`config.mk`:
```
export PLATFORM = sky130hd
export DESIGN_NAME = alu_op_sequencer
export DESIGN_NICKNAME = d
export VERILOG_FILES = /design/src/rtl/alu_op_sequencer.sv
export SDC_FILE = /design/constraint.sdc
export NUM_CORES = 1
export LEC_CHECK = 0
export ABC_AREA = 1
export BUFFER_PORTS_ARGS = -buffer_cell sky130_fd_sc_hd__buf_2
export CAP_MARGIN = 30
export CORE_MARGIN = 1
export CORE_UTILIZATION = 32
export DETAILED_ROUTE_END_ITERATION = 10
export PLACE_DENSITY = 0.58
export SKIP_CTS_REPAIR_TIMING = 1
export SLEW_MARGIN = 0
export SYNTH_ARGS = -nofsm -noshare
export SYNTH_HDL_FRONTEND = slang
export SYNTH_SLANG_ARGS = --single-unit
```
`constraint.sdc`:
```
create_clock -name clk -period 4.05 [get_ports clk]
set_input_delay 0.6075 -clock clk [delete_from_list [all_inputs] [get_ports clk]]
set_output_delay 0.6075 -clock clk [all_outputs]
set_load 0.005 [all_outputs]
```
`src/rtl/alu_op_sequencer.sv`:
```
// Front-end sequencer for the 8-bit multi-cycle ALU: accepts one whole operation over
// valid/ready, walks the ALU through BEGIN/operand load/END wait and returns a 16-bit result.
module alu_op_sequencer #(
   parameter int TIMEOUT = 64,
   parameter int TW      = $clog2(TIMEOUT + 1)
) (
   input  logic        clk,
   input  logic        reset,
   input  logic        req_valid,
   output logic        req_ready,
   input  logic [1:0]  req_op,
   input  logic [7:0]  req_x,
   input  logic [7:0]  req_y,
   output logic        res_valid,
   input  logic        res_ready,
   output logic [15:0] res_data,
   output logic        res_err,
   output logic        busy,
   output logic        alu_begin,
   output logic [1:0]  alu_op,
   output logic [7:0]  alu_inbus,
   output logic        alu_rst,
   input  logic [7:0]  alu_outbus,
   input  logic        alu_end
);

   typedef enum logic [2:0] {
      S_IDLE,
      S_START,
      S_LOAD_Y,
      S_WAIT,
      S_CAP_LO,
      S_RESP
   } state_t;

   localparam logic [TW-1:0] CNT_LAST = TW'(TIMEOUT - 1);

   state_t        state;
   logic [1:0]    op_q;
   logic [7:0]    y_q;
   logic [TW-1:0] cnt;

   // NOTE: every output is a register written with <= in this one clocked block, so the
   // ALU sees glitch-free controls and no combinational path exists from req_* to alu_*.
   always_ff @(posedge clk) begin
      if (reset) begin
         state     <= S_IDLE;
         op_q      <= 2'b00;
         y_q       <= 8'h00;
         cnt       <= '0;
         req_ready <= 1'b1;
         res_valid <= 1'b0;
         res_data  <= 16'h0000;
         res_err   <= 1'b0;
         busy      <= 1'b0;
         alu_begin <= 1'b0;
         alu_op    <= 2'b00;
         alu_inbus <= 8'h00;
         alu_rst   <= 1'b0;
      end else begin
         alu_rst <= 1'b0;
         case (state)
            S_IDLE: begin
               if (req_valid && req_ready) begin
                  op_q      <= req_op;
                  y_q       <= req_y;
                  alu_op    <= req_op;
                  alu_inbus <= req_x;
                  alu_begin <= 1'b1;
                  req_ready <= 1'b0;
                  busy      <= 1'b1;
                  state     <= S_START;
               end
            end
            S_START: begin
               alu_begin <= 1'b0;
               alu_inbus <= y_q;
               cnt       <= '0;
               state     <= S_LOAD_Y;
            end
            S_LOAD_Y: begin
               alu_inbus <= 8'h00;
               state     <= S_WAIT;
            end
            S_WAIT: begin
               cnt <= cnt + 1'b1;
               // END is tested before the timeout so a same-cycle completion is never an error
               if (alu_end) begin
                  if (op_q[1]) begin
                     res_data[15:8] <= alu_outbus;
                     state          <= S_CAP_LO;
                  end else begin
                     res_data  <= {8'h00, alu_outbus};
                     res_err   <= 1'b0;
                     res_valid <= 1'b1;
                     state     <= S_RESP;
                  end
               end else if (cnt == CNT_LAST) begin
                  res_data  <= 16'h0000;
                  res_err   <= 1'b1;
                  alu_rst   <= 1'b1;
                  res_valid <= 1'b1;
                  state     <= S_RESP;
               end
            end
            S_CAP_LO: begin
               res_data[7:0] <= alu_outbus;
               res_err       <= 1'b0;
               res_valid     <= 1'b1;
               state         <= S_RESP;
            end
            S_RESP: begin
               if (res_ready) begin
                  res_valid <= 1'b0;
                  req_ready <= 1'b1;
                  busy      <= 1'b0;
                  state     <= S_IDLE;
               end
            end
            default: state <= S_IDLE;
         endcase
      end
   end

endmodule
```
==> Word-level counts from Yosys, hierarchy flattened <==
Cells that the tools add are included.
{ "word_totals": {"ff_bits": 50, "latch_bits": 0, "ramBits": 0, "rom_bits": 0, "out_inout_bits": 32, "wordCells": 72, "memories": 0} }
{ "classes": {"add_sub_neg": 1, "mul": 0, "n_div": 0, "magnitude_cmp": 0, "n_eq_ne": 10, "shifts": 0, "muxes": 29, "bitwise_logic": 1, "n_reduce_logical": 18} }
{ "op_table": {"columns": ["cell", "count"], "rows": [
  ["2-to-1 mux 16 bit", 2],
  ["2-to-1 mux 8 bit", 3],
  ["one-hot mux 8 bit (3 select lines)", 1],
  ["one-hot mux 3 bit (6 select lines)", 1],
  ["one-hot mux 8 bit (2 select lines)", 1],
  ["one-hot mux 7 bit (2 select lines)", 1],
  ["2-to-1 mux 3 bit", 4],
  ["2-to-1 mux 1 bit", 11],
  ["nonzero test 2 bit", 5],
  ["AND reduction 3 bit", 3],
  ["one-hot mux 1 bit (2 select lines)", 4],
  ["AND reduction 2 bit", 4],
  ["adder 7 x 1 -> 7 bit (second input constant)", 1],
  ["== test 7 x 6 -> 1 bit (second input constant)", 1],
  ["== test 3 x 2 -> 1 bit (second input constant)", 2],
  ["== test 3 bit (second input constant)", 2],
  ["inequality test 3 bit (second input constant)", 2],
  ["nonzero test 3 bit", 2],
  ["inequality test 2 bit (second input constant)", 2],
  ["AND reduction 4 bit", 1],
  ["== test 3 x 1 -> 1 bit (second input constant)", 1],
  ["zero test 3 bit", 1],
  ["one-hot mux 1 bit (3 select lines)", 1],
  ["OR reduction 3 bit", 1],
  ["2 further kinds", 2]
]} }

==> Logic depth before layout (Yosys ltp) <==
{ "depth": {"depth_word": 4, "ltp_mapped": 9} }

==> Worst setup path after synthesis <==
Ideal clock, no wire load.
{ "synth_timing": {"path_type": "in2reg", "start": "input port reset", "end": "register busy", "setup_time_ns": 0.130, "arrival_time_ns": 1.283, "path_slack_ns": 2.637, "stages": 5, "path_cell_list": "clkbuf_1 > inv_1 > clkbuf_1 > nand3_1 > o21ai_0"} }
{ "synth_rtl": {"columns": ["element", "line", "rtl"], "rows": [
  ["start, declared", "8", "input logic reset,"],
  ["end signal, assigned", "55", "busy <= 1'b0;"],
  ["end signal, assigned", "71", "busy <= 1'b1;"],
  ["end signal, assigned", "116", "busy <= 1'b0;"],
  ["end, declared", "18", "output logic busy,"]
]} }

==> Worst setup path after layout <==
{ "layout_timing": {"start": "register state[0]", "end": "register alu_inbus[3]"} }
{ "layout_via": {"elab_chain_cells": 3, "word_cells_on_any_way": 7, "classes_between": "eq/ne (3); mux (1); reduce/logical (3)"} }
{ "layout_rtl": {"columns": ["element", "line", "rtl"], "rows": [
  ["start, declared", "38", "state_t state;"],
  ["start signal, assigned", "47", "state <= S_IDLE;"],
  ["start signal, assigned", "72", "state <= S_START;"],
  ["start signal, assigned", "79", "state <= S_LOAD_Y;"],
  ["== test 3 x 2 -> 1 bit (tied with other cells)", "62", "case (state)"],
  ["nonzero test 3 bit (no line) or inequality test 2 bit (tied branches)", null, null],
  ["AND reduction 2 bit (no line)", null, null],
  ["end signal, assigned", "68", "alu_inbus <= req_x;"],
  ["end signal, assigned", "77", "alu_inbus <= y_q;"],
  ["end, declared", "21", "output logic [7:0] alu_inbus,"]
]} }
Several ways; a longest one is shown, not always the timed one.
A chain may end at the register's enable or synchronous reset.

==> flow_summary.yaml <==
hold_path:
  min-delay-start: "res_valid"
  whs_path_depth: 2
  min_to: "res_valid"
  hold_path_class: "reg -> reg"
setup_path:
  regToRegSetupSlack_ns: 2.01
  crit_chain: "nor2_4, nand3_1, nand2_2, inv_2, nor2_1, nor2_1"
  timing.rr.end: "alu_inbus[3]"
  cp-end-kind: "flop"
  arrival_ns: 2.23
  cp_slowest_cell: "nand3_1"
  crit_required_ns: 4.24
  crit_path_max_fanout: 23
  crit_top_cell: "nor2_1"
  slowest_delay_ns: 0.56
  r2r-start: "state[0]"
  worstSetupPathType: "reg -> reg"
  ff2ff_path_depth: 6
  start_kind: "flop"
  startpoint: "state[0]"
final_layout:
  design_area_um2: 2640
  final_net_count: 399
  areaGrowthSynthToFinish_pct: 19.4
  antenna_cells: 0
  drive_gt1_share_pct: 23.8
place:
  place_hpwl_um: 3840
  gp_congestion: 0.727
  io_buffers: 62
  placed_area_um2: 2550
sta:
  finalCriticalPeriod_ns: 2.04
  setup_viol_count_final: 0
  max_freq_mhz: 490
  finClkSkew_ns: 0.00665
  rsz0062_at_grt: "no"
  relSlewSlack_pct: 49.2
  period_share_pct: 50.4
  drv_slew: 0
  setup_tns_ns: 0
  hold_viol_final: 0
  worstMarginPinSlew_ns: 0.759
pwr:
  p_leak_uw: 0.00123
  p_sw_share_pct: 36.6
  seqPwrFrac_pct: 46.4
  pwr-share-comb_pct: 32.9
  clkPwrFrac_pct: 20.7
  irDropWorstVdd_uv: 153
  p_per_area_nw_per_um2: 532
  p_switching_uw: 513
  internal-power_uw: 890
synth:
  synth-async-reset-ratio_pct: 0
  synthesis.area_um2: 2210
  ys_top_cells_by_area: "dfxtp_1 45%, nand2_1 14%, a21oi_1 6.8%, o21ai_0 6.3%, nor2_1 5.9%"
  synth_edf_count: 0
  synth_seq_cells: 50
  synth_top_area_share_pct: 45.3
  yosysWarningCount: 0
  synth_fp_nets: 340
  avgSynthCellArea_um2: 7.17
  yosysTopAreaCell: "dfxtp_1"
  synth_ff_type: "dfxtp_1"
  syn_inst: 308
  synth_cell_types: 26
  synth-seq-area-share_pct: 45.3
detailed_routing:
  drt_iter0_drc: 107
  drc: 0
  wirelength_um: 5270
  antenna_left: 0
  via_per_inst: 4.74
  dr_total_vias: 2099
  drtPass1Iterations: 4
  wire_per_inst_um: 11.9
floorplanning:
  num_io_pins: 63
  core-area_um2: 6490
  start_util_pct: 34.0
  num_rows: 29
  die_w_um: 85.1
  dieArea_um2: 7240
  die_h_um: 85.1
cts:
  path_clk_slew_ns: 0.09
  cts_tree: "yes"
  htree_levels: 2
  cts_sinks: 50
  clockBufferDepth: 2
  cts-buffers-inserted: 5
  ctsRootBufferMaster: "clkbuf_8"
  clk_latency_ns: 0.30
grt:
  grt_pass1_vias: 1926
  grt_pass1_wl_um: 8990
  grtUsageTotal_pct: 15.7
  antenna_found_initial: 0
  busiest_layer: "met2"
  met2_usage_pct: 23.2
  overflow: 0
  met3_usage_pct: 2.63
  grt_max_degree: 28
  grt_use_met1_pct: 22.7
run:
  max_cap_viol_count: 0
run_status:
  status: "complete, no violations"
## placed cells by master (no fill, tap or decap), types with 6 or more instances in the layout
cell / n
nor2_1: 35
clkbuf_8: 6
buf_2: 62
a21oi_1: 30
o21ai_0: 28
inv_1: 26
nand2_1: 82
nand3_1: 16
dfxtp_1: 50
## layer usage
layer	wire length (um)	vias up	share of wire, %
met5	0	-	0
met4	82	0	1.6
met3	335	4	6.4
met2	2170	68	41
met1	2670	925	51
li1	-	1102	-
## logic make-up after synthesis
kind of cell,after synthesis,synth area share (%)
AO/OA/AOI/OAI,65,15.0
adder cells (fa/ha/maj),1,0.566
AND/OR/NAND/NOR,152,31.3
buffers and inverters,40,7.82
flip-flops,50,45.3
## power by group through the flow
stage               combinational, uW  clock (uW)  sequential (uW)
finish                            461         291              651
global route                      535         324              666
CTS                               467         301              653
detailed placement                467           0              663
global placement                  459           0              662
floorplan                         320           0              658
## registers in the layout (all words and copies together), names as in the netlist, 2 cells and up
register and count:
res_data 16, op_q 2, y_q 8, alu_inbus 8, cnt 7, state 3
## worst max path at each step
stage	end	slack, ns	cells past startpoint
detailed placement	alu_inbus[3]	1.86	8
CTS	alu_inbus[3]	1.97	6
finish	alu_inbus[3]	2.01	6
global route	alu_inbus[3]	1.72	6
floorplan	busy	2.64	5
global placement	alu_inbus[2]	1.94	8
## synth_stat cells (2+ instances only)
| cell | number |
|---|---|
| nor2_1 | 35 |
| o21ai_1 | 4 |
| nand2_1 | 82 |
| o21ai_0 | 28 |
| nand3_1 | 16 |
| dfxtp_1 | 50 |
| clkbuf_1 | 5 |
| nand4_1 | 2 |
| nand3_2 | 4 |
| nand2_4 | 4 |
| a21oi_1 | 30 |
| nand2_2 | 4 |
| inv_1 | 26 |
| buf_2 | 3 |
| inv_2 | 4 |
## per-stage QoR
stage	util, %	total power (uW)	setup slack [ns]	std cells	hold WS [ns]
2_1_floorplan	-	977	2.64	308	0.425
3_3_place_gp	39.3	1120	1.94	437	0.435
3_5_place_dp	39.3	1130	1.86	437	0.440
4_1_cts	40.6	1420	1.97	443	0.453
5_1_grt	40.6	1530	1.72	443	0.476
6_report	40.6	1400	2.01	443	0.447
## critical path, delay by kind of cell (launching register included)
family	cells	cell delay [ns]
simple gates	5	1.36
buf+inv	1	0.12
flops	1	0.43
## final cells by class
type / count / area, um^2
well taps: 77 / 96.3
multi-input cells: 218 / 1030
clock buffers: 6 / 82.6
fillers: 696 / 3860
inverters: 30 / 113
repair buffers: 62 / 310
flip-flops and latches: 50 / 1000
Note: power is estimated with default switching activity, not from simulation.
